**src/rtl/buttons_pkg.sv**
```systemverilog
// buttons_pkg: shared debouncer state type and released-level helper
package buttons_pkg;

    typedef enum logic [1:0] {
        ST_RELEASED,
        ST_PEND_PRESS,
        ST_PRESSED,
        ST_PEND_RELEASE
    } debounce_state_t;

    // Raw pin level of an idle button: high for active-low wiring, low otherwise
    function automatic logic btn_released_raw(input bit active_low);
        return active_low;
    endfunction

endpackage

```
**src/rtl/debounce_channel.sv**
```systemverilog
// debounce_channel: one button synchroniser plus stability filter (filter built only with BUTTONS_DEBOUNCE_EN)
module debounce_channel
    import buttons_pkg::*;
#(
    parameter int STABLE_CYCLES = 500000,
    parameter bit ACTIVE_LOW    = 1'b1
) (
    input  logic clk,
    input  logic rst,
    input  logic raw,
    output logic btn,
    output logic busy
);

    localparam logic REL = btn_released_raw(ACTIVE_LOW);

    logic s1, s2, lvl;

    // Two-flop synchroniser, preset to the idle pin level so reset never looks like a press
    always_ff @(posedge clk) begin
        if (!rst) begin
            s1 <= REL;
            s2 <= REL;
        end else begin
            s1 <= raw;
            s2 <= s1;
        end
    end

    assign lvl = ACTIVE_LOW ? ~s2 : s2;

`ifdef BUTTONS_DEBOUNCE_EN

    localparam int CW = $clog2(STABLE_CYCLES);
    localparam logic [CW-1:0] LAST = CW'(STABLE_CYCLES - 1);

    debounce_state_t state, state_nx;
    logic [CW-1:0]   cnt, cnt_nx;

    // State and stability counter registers
    always_ff @(posedge clk) begin
        if (!rst) begin
            state <= ST_RELEASED;
            cnt   <= '0;
        end else begin
            state <= state_nx;
            cnt   <= cnt_nx;
        end
    end

    // A new level is accepted only after it has been seen STABLE_CYCLES times in a row
    always_comb begin
        state_nx = state;
        cnt_nx   = cnt;
        case (state)
            ST_RELEASED: begin
                if (lvl) begin
                    state_nx = ST_PEND_PRESS;
                    cnt_nx   = CW'(1);
                end
            end
            ST_PEND_PRESS: begin
                if (!lvl) begin
                    state_nx = ST_RELEASED;
                    cnt_nx   = '0;
                end else if (cnt == LAST) begin
                    state_nx = ST_PRESSED;
                    cnt_nx   = '0;
                end else begin
                    cnt_nx = cnt + CW'(1);
                end
            end
            ST_PRESSED: begin
                if (!lvl) begin
                    state_nx = ST_PEND_RELEASE;
                    cnt_nx   = CW'(1);
                end
            end
            ST_PEND_RELEASE: begin
                if (lvl) begin
                    state_nx = ST_PRESSED;
                    cnt_nx   = '0;
                end else if (cnt == LAST) begin
                    state_nx = ST_RELEASED;
                    cnt_nx   = '0;
                end else begin
                    cnt_nx = cnt + CW'(1);
                end
            end
            default: begin
                state_nx = ST_RELEASED;
                cnt_nx   = '0;
            end
        endcase
    end

    assign btn  = (state == ST_PRESSED) || (state == ST_PEND_RELEASE);
    assign busy = (state == ST_PEND_PRESS) || (state == ST_PEND_RELEASE);

`else

    // Unfiltered build: output simply registers the synchronised level
    always_ff @(posedge clk) begin
        if (!rst) btn <= 1'b0;
        else      btn <= lvl;
    end

    assign busy = 1'b0;

`endif

endmodule

```
**src/rtl/buttons_debouncer.sv**
```systemverilog
// buttons_debouncer: CHANNELS independent debounced buttons (filtering enabled by BUTTONS_DEBOUNCE_EN)
module buttons_debouncer #(
    parameter int CHANNELS      = 4,
    parameter int STABLE_CYCLES = 500000,
    parameter bit ACTIVE_LOW    = 1'b1
) (
    input  logic                clk,
    input  logic                rst,
    input  logic [CHANNELS-1:0] raw_btn,
    output logic [CHANNELS-1:0] btn,
    output logic [CHANNELS-1:0] btn_busy
);

    for (genvar i = 0; i < CHANNELS; i++) begin : g_ch
        debounce_channel #(
            .STABLE_CYCLES(STABLE_CYCLES),
            .ACTIVE_LOW   (ACTIVE_LOW)
        ) u_ch (
            .clk (clk),
            .rst (rst),
            .raw (raw_btn[i]),
            .btn (btn[i]),
            .busy(btn_busy[i])
        );
    end

endmodule

```
**config.mk**
```make
export PLATFORM = sky130hd
export DESIGN_NAME = buttons_debouncer
export DESIGN_NICKNAME = d
export VERILOG_FILES = /design/src/rtl/buttons_pkg.sv /design/src/rtl/debounce_channel.sv /design/src/rtl/buttons_debouncer.sv
export SDC_FILE = /design/constraint.sdc
export NUM_CORES = 1
export LEC_CHECK = 0
export CORE_AREA = 2 2 39 41
export CTS_CLUSTER_DIAMETER = 200
export DETAILED_ROUTE_END_ITERATION = 8
export DIE_AREA = 0 0 41 43
export HOLD_SLACK_MARGIN = 0.06
export PLACE_DENSITY_LB_ADDON = 0.2
export SETUP_SLACK_MARGIN = 0.02
export SLEW_MARGIN = 10
export SYNTH_ARGS = -nofsm -noshare
export SYNTH_HDL_FRONTEND = slang
export SYNTH_SLANG_ARGS = --single-unit
```
**constraint.sdc**
```tcl
create_clock -name clk -period 1.44 [get_ports clk]
set_input_delay 0.216 -clock clk [delete_from_list [all_inputs] [get_ports clk]]
set_output_delay 0.216 -clock clk [all_outputs]
set_load 0.02 [all_outputs]
```
==> key figures, run 1 <==
Critical path
  • Kind of end point of the critical path: output pin
  • Capture instance of the worst register-to-register path: g_ch[2].u_ch.s2
  • Maximum net fanout on the critical path: 1
  • Buf+Inv Stages, Crit Path: 1
  • List of cells traversed by the critical path: clkdlybuf4s50_1
  • R2R Setup Slk: 890 ps
  • Worst path arrival time: 1170 ps
  • CP top delay family: buffers and inverters
  • Slowest-stage cell, CP: sky130_fd_sc_hd__clkdlybuf4s50_1
  • Critical path type: reg -> out
  • Reg-to-reg startpoint: g_ch[2].u_ch.s1
  • Kind of launch point of the worst setup path: flip-flop
  • Crit-path max cell delay: 590 ps
  • R2R cell count: 1
  • Worst Path Required: 1220 ps

Synth
  • Mean instance size in the synthesized netlist: 12.36 um^2
  • Mapped Cells: 34
  • Number of synthesized flops with an enable pin: 0
  • Yosys top cell area share: 57.14%
  • Cells taking the most area after synthesis: sky130_fd_sc_hd__dfxtp_1 57%, sky130_fd_sc_hd__buf_4 14%, sky130_fd_sc_hd__nor2b_4 13%
  • Cell with the most instances after synthesis: sky130_fd_sc_hd__dfxtp_1
  • Cell area after synthesis: 420.4 um^2
  • Post-synth top area cell: sky130_fd_sc_hd__dfxtp_1
  • Distinct cell type count after synthesis: 6
  • Share of synthesized area occupied by flip-flops and latches: 57.14%
  • Fraction of synthesis flops using an asynchronous set or reset pin: 0%
  • Number of warnings issued by yosys: 0
  • Most common library cells after synthesis: 12 x sky130_fd_sc_hd__dfxtp_1, 8 x sky130_fd_sc_hd__buf_4, 8 x sky130_fd_sc_hd__nand2b_1
  • Flip-flop and latch count after synthesis: 12
  • Top FF cell, synth: sky130_fd_sc_hd__dfxtp_1

GRT
  • Overflow left after global routing: 0
  • Global-route wire length before repair: 600 um
  • Pin count of the biggest net entering global routing: 13
  • Via count of the first global-routing pass: 157
  • Aggregate global-route resource usage: 5.960%
  • Number of antenna violations at the first check in global routing: 0

Finish
  • Core occupancy in the finished layout: 35.99%
  • Final-stage net count: 48
  • Diode insertion count for antenna repair: 0
  • Signed area change from the synthesized netlist to the final layout: 18.45%
  • Layout cell share with drive strength beyond 1: 17.50%

Floorplanning
  • Initial core utilization: 30.38%
  • Floorplan die height: 43 um
  • Die ar.: 1763 um^2
  • Top-Level Pins: 14
  • Die outline width: 41 um
  • Core Rows: 14
  • Core ar.: 1384 um^2

CTS
  • Number of H-tree levels: 1
  • CTS clock-pin slew for the worst setup and hold paths: 70 ps
  • CTS Sinks: 12
  • Master cell of the clock root buffer: sky130_fd_sc_hd__clkbuf_4
  • Clock latency of the later-clocked register in the worst-skew pair: 270 ps
  • Hold-fix buffers at CTS: 0
  • Count of buffers added by post-CTS timing repair for setup: 0
  • Gates resized, CTS repair: 0
  • Maximum root-to-sink buffer count: 2
  • CTS tree: done
  • TritonCTS buffer count: 3

Drt
  • TritonRoute pass-1 iters: 1
  • WL met2: 171 um
  • Post-route DRC: 0
  • Starting DRC count in detailed routing: 0
  • Highest metal layer with signal wires: met4
  • Sum of met3 wire segment lengths after detailed routing: 57 um
  • Average detailed-routed wire length per instance: 7.554 um
  • Post-Route M1 WL: 175 um
  • Detail-routed via count per cell: 3.464
  • Post-DRT Antenna Nets: 0
  • Vias after detailed routing: 194
  • Total Wirelength: 423 um

Worst hold path
  • Hold path startpoint: g_ch[3].u_ch.s1
  • Number of instances on the worst hold path: 1
  • Endpoint of the worst hold-timing path: g_ch[3].u_ch.s2
  • Hold Crit Class: reg -> reg

Placement
  • GP Congestion: 0.5930
  • Pre-CTS setup slack: 231.9 ps
  • Port Buffers: 9

Pwr
  • Leakage component of the power: 0.2352 nW
  • Power density relative to cell area: 1192 nW/um^2
  • Final Total Pwr: 0.5938 mW
  • Worst ir drop on vdd: 0.4036 mV

Timing
  • Endpoints failing setup: 0
  • RSZ-0062 raised after global routing: false
  • Final hold vios: 0
  • Setup TNS after final layout: 0 ps
  • Part of the cycle the worst path needs: 96.05%
  • Minimum period implied by the final worst setup slack: 1383 ps
  • Clock skew: 0.3419 ps
  • Setup WS post-layout: 56.89 ps
  • Max-slew violation count: 0
  • Maximum clock frequency: 723.0 MHz

Outcome
  • Result of the run: finished, final reports clean

Job
  • Maximum capacitance violations: 0
routing by layer:
metal | vias to the layer above | GRT usage [%]
li1 | 100 | -
met1 | 80 | 6.557
met2 | 12 | 6.563
met3 | 2 | 3.141
met4 | 0 | 8.000
met5 | - | 0
cells by family after synthesis:
family	synth area share, %
AND/OR/NAND/NOR	25.00
buffers and inverters	16.96
other	0.8920
flip-flops	57.14
state kept, by name, summed over array words and instances (netlist names):
register and count:
g_ch.u_ch.btn 4, g_ch.u_ch.s2 4, g_ch.u_ch.s1 4
area by class of cell:
class	count	area, um^2
fill	142	885.9
sequential	12	240.2
multi-input combinational	16	120.1
timing repair buffer	9	95.09
clock buffer	3	22.52
tap	16	20.02
report_power, final:
| group | switching, mW | total (mW) | internal (mW) |
|---|---|---|---|
| Clock | 0.0977 | 0.194 | 0.0967 |
| Sequential | 0.00474 | 0.350 | 0.345 |
| Combinational | 0.0217 | 0.0495 | 0.0279 |
how the worst max path moves through the flow:
stage	from	slack, ps	to	depth (start not counted)
floorplan	g_ch[0].u_ch.btn	810	btn[0]	1
global placement	rst	270	g_ch[1].u_ch.btn	2
detailed placement	rst	230	g_ch[0].u_ch.btn	2
CTS	g_ch[2].u_ch.btn	40	btn[2]	1
global route	g_ch[2].u_ch.btn	30	btn[2]	1
finish	g_ch[2].u_ch.btn	60	btn[2]	1
metrics by stage:
step	instance area (um^2)	instances	hold WS (ps)
global placement	470.5	53	389.2
global route	498.0	56	431.5
CTS	493.0	56	411.7
detailed placement	470.5	53	395.5
finish	498.0	56	410.9
floorplan	431.7	37	289.0
cell usage in the layout, fill, tap and decap left out:
| master | instances |
|---|---|
| sky130_fd_sc_hd__nand2b_1 | 8 |
| sky130_fd_sc_hd__clkbuf_4 | 3 |
| sky130_fd_sc_hd__nor2b_4 | 4 |
| sky130_fd_sc_hd__dlymetal6s2s_1 | 2 |
| sky130_fd_sc_hd__dfxtp_1 | 12 |
| sky130_fd_sc_hd__conb_1 | 4 |
| sky130_fd_sc_hd__clkdlybuf4s50_1 | 7 |
(Power assumes the default switching activity.)
==> run 2, diff against run 1 <==
--- a/config.mk
+++ b/config.mk
@@ -5,6 +5,7 @@
 export SDC_FILE = /design/constraint.sdc
 export NUM_CORES = 1
 export LEC_CHECK = 0
+export CAP_MARGIN = 10
 export CORE_AREA = 2 2 39 41
 export CTS_CLUSTER_DIAMETER = 200
 export DETAILED_ROUTE_END_ITERATION = 8
==> results of run 2 <==
Same layout as run 1: the final DEF is identical, and so are final timing and power.
==> run 3, diff against run 2 <==
--- a/config.mk
+++ b/config.mk
@@ -10,8 +10,10 @@
 export CTS_CLUSTER_DIAMETER = 200
 export DETAILED_ROUTE_END_ITERATION = 8
 export DIE_AREA = 0 0 41 43
+export GPL_ROUTABILITY_DRIVEN = 0
 export HOLD_SLACK_MARGIN = 0.06
 export PLACE_DENSITY_LB_ADDON = 0.2
+export REMOVE_ABC_BUFFERS = 1
 export SETUP_SLACK_MARGIN = 0.02
 export SLEW_MARGIN = 10
 export SYNTH_ARGS = -nofsm -noshare
==> run 3 against run 2 <==
  * Sequential power is essentially flat
  * Register-to-register slack is essentially flat
  * Fmax rose by 38%
  * Critical path depth stayed put
  * Routed wire length is 5.2% higher
  * Clock power is 32% higher
  * Clock-buffer cell count is 1 higher
  * Total power increased by 10%
  * Non-clock buffer count unchanged
  * Global-route usage rose by 1.6 points
  * Die area unchanged
==> key figures, run 3 (synthesis results as in run 1) <==
CTS
  • Count of buffers added by post-CTS timing repair for setup: 0
  • Maximum root-to-sink buffer count: 2
  • CTS clock-pin slew for the worst setup and hold paths: 70 ps
  • Master cell of the clock root buffer: sky130_fd_sc_hd__clkbuf_4
  • Hold-fix buffers at CTS: 0
  • Number of H-tree levels: 1
  • TritonCTS buffer count: 3
  • CTS Sinks: 12
  • Clock latency of the later-clocked register in the worst-skew pair: 260 ps
  • CTS tree: done

Critical path
  • List of cells traversed by the critical path: dlymetal6s2s_1
  • Reg-to-reg startpoint: g_ch[3].u_ch.s1
  • Kind of end point of the critical path: output pin
  • Buf+Inv Stages, Crit Path: 1
  • R2R Setup Slk: 890 ps
  • Maximum net fanout on the critical path: 1
  • Slowest-stage cell, CP: sky130_fd_sc_hd__dfxtp_1
  • CP top delay family: flip-flops
  • Worst path arrival time: 790 ps
  • Kind of launch point of the worst setup path: flip-flop
  • Critical path type: reg -> out
  • Crit-path max cell delay: 310 ps
  • R2R cell count: 1
  • Worst Path Required: 1220 ps
  • Capture instance of the worst register-to-register path: g_ch[3].u_ch.s2

Finish
  • Largest registers ranked by flip-flop count: g_ch.u_ch.btn (4), g_ch.u_ch.s1 (4), g_ch.u_ch.s2 (4)
  • Number of fill cells in the layout: 133
  • Layout cell share with drive strength beyond 1: 19.51%
  • Highest-count cells in the layout ignoring fill and taps: 12 x sky130_fd_sc_hd__dfxtp_1, 8 x sky130_fd_sc_hd__nand2b_1, 5 x sky130_fd_sc_hd__clkdlybuf4s50_1
  • Final-stage net count: 48
  • Diode insertion count for antenna repair: 0
  • Non-Filler Instances: 57
  • Leading cell type in the layout, fill and taps excluded: sky130_fd_sc_hd__dfxtp_1
  • Signed area change from the synthesized netlist to the final layout: 22.92%

Placement
  • HPWL after DPL: 326.6 um
  • Port Buffers: 9
  • Count of placed standard cells including taps: 53
  • Pre-CTS setup slack: 233.9 ps

Timing
  • Maximum clock frequency: 997.3 MHz
  • Part of the cycle the worst path needs: 69.63%
  • RSZ-0062 raised after global routing: false
  • Max-slew violation count: 0
  • Final hold vios: 0
  • Setup WS post-layout: 437.3 ps
  • Minimum period implied by the final worst setup slack: 1003 ps
  • Clock skew: 0.4745 ps
  • Setup TNS after final layout: 0 ps
  • Endpoints failing setup: 0

Job
  • Maximum capacitance violations: 0

Worst hold path
  • Hold path startpoint: g_ch[2].u_ch.s1
  • Hold Crit Class: reg -> reg
  • Endpoint of the worst hold-timing path: g_ch[2].u_ch.s2
  • Number of instances on the worst hold path: 1

Pwr
  • Power density relative to cell area: 1269 nW/um^2
  • Leakage component of the power: 0.2775 nW
  • Sequential share of power: 53.4%
  • Clk pwr share: 39.1%
  • Net switching share of the total power: 19.78%
  • Cell internal pwr: 0.5261 mW
  • Logic gate share of total power: 7.5%
  • Reported net switching power: 0.1297 mW
  • Worst ir drop on vdd: 0.5257 mV

Floorplanning
  • Core Rows: 14
  • Floorplan die height: 43 um
  • Initial core utilization: 30.38%
  • Top-Level Pins: 14
  • Die outline width: 41 um
  • Die ar.: 1763 um^2
  • Core ar.: 1384 um^2

GRT
  • Via count of the first global-routing pass: 215
  • Overflow left after global routing: 0
  • Global-route wire length before repair: 772 um
  • Aggregate global-route resource usage: 7.576%
  • Number of antenna violations at the first check in global routing: 0
  • Pin count of the biggest net entering global routing: 13

Drt
  • Starting DRC count in detailed routing: 3
  • TritonRoute pass-1 iters: 2
  • Vias after detailed routing: 199
  • Detail-routed via count per cell: 3.491
  • Average detailed-routed wire length per instance: 7.807 um
  • Total Wirelength: 445 um
  • Post-DRT Antenna Nets: 0
  • Post-route DRC: 0

Outcome
  • Result of the run: finished, final reports clean
==> run 3: area by class of cell <==
| type | count | area [um^2] | share of cell area, % |
|---|---|---|---|
| timing repair buffer | 9 | 100.1 | 19.37 |
| tap | 16 | 20.02 | 3.874 |
| clock buffer | 4 | 36.28 | 7.022 |
| sequential | 12 | 240.2 | 46.49 |
| multi-input combinational | 16 | 120.1 | 23.24 |
==> run 3: through the flow <==
step / hold slack, ps / power [mW] / area (um^2) / util [%]
6_report: 415.5 / 0.6558 / 516.7 / 37.34
5_1_grt: 441.2 / 0.6902 / 516.7 / 37.34
4_1_cts: 415.5 / 0.6675 / 506.7 / 36.62
3_5_place_dp: 397.8 / 0.4084 / 470.5 / 34.00
3_3_place_gp: 391.0 / 0.4064 / 470.5 / 34.00
2_1_floorplan: 289.0 / 0.3838 / 360.3 / -
==> run 3: worst max-delay path by stage <==
| stage | start | end | slack, ps | cells past startpoint |
|---|---|---|---|---|
| 4_1_cts | g_ch[1].u_ch.btn | btn[1] | 40 | 1 |
| 3_5_place_dp | rst | g_ch[1].u_ch.btn | 230 | 2 |
| 5_1_grt | g_ch[1].u_ch.btn | btn[1] | 390 | 1 |
| 6_report | g_ch[0].u_ch.btn | btn[0] | 440 | 1 |
| 2_1_floorplan | g_ch[0].u_ch.btn | btn[0] | 830 | 0 |
| 3_3_place_gp | rst | g_ch[3].u_ch.btn | 270 | 2 |
==> run 3: power by group through the flow <==
stage | clock (mW) | sequential [mW] | combinational [mW]
global route | 0.285 | 0.352 | 0.0538
floorplan | 0 | 0.361 | 0.0226
detailed placement | 0 | 0.358 | 0.0501
CTS | 0.267 | 0.350 | 0.0502
finish | 0.256 | 0.350 | 0.0493
global placement | 0 | 0.357 | 0.0490
==> run 3: timing repair <==
action	4_1_cts	5_1_grt
resized for setup	0	4
endpoints found under the setup margin	0	4
hold endpoints to repair	0	0
==> run 3: per-layer routing <==
metal  vias to the layer above  share of wire [%]  track usage, %
met2                        10                 49           9.688
li1                        102                  -               -
met4                         0                  0           10.00
met1                        87                 38           6.557
met5                         -                  0               0
met3                         0                 13           4.712
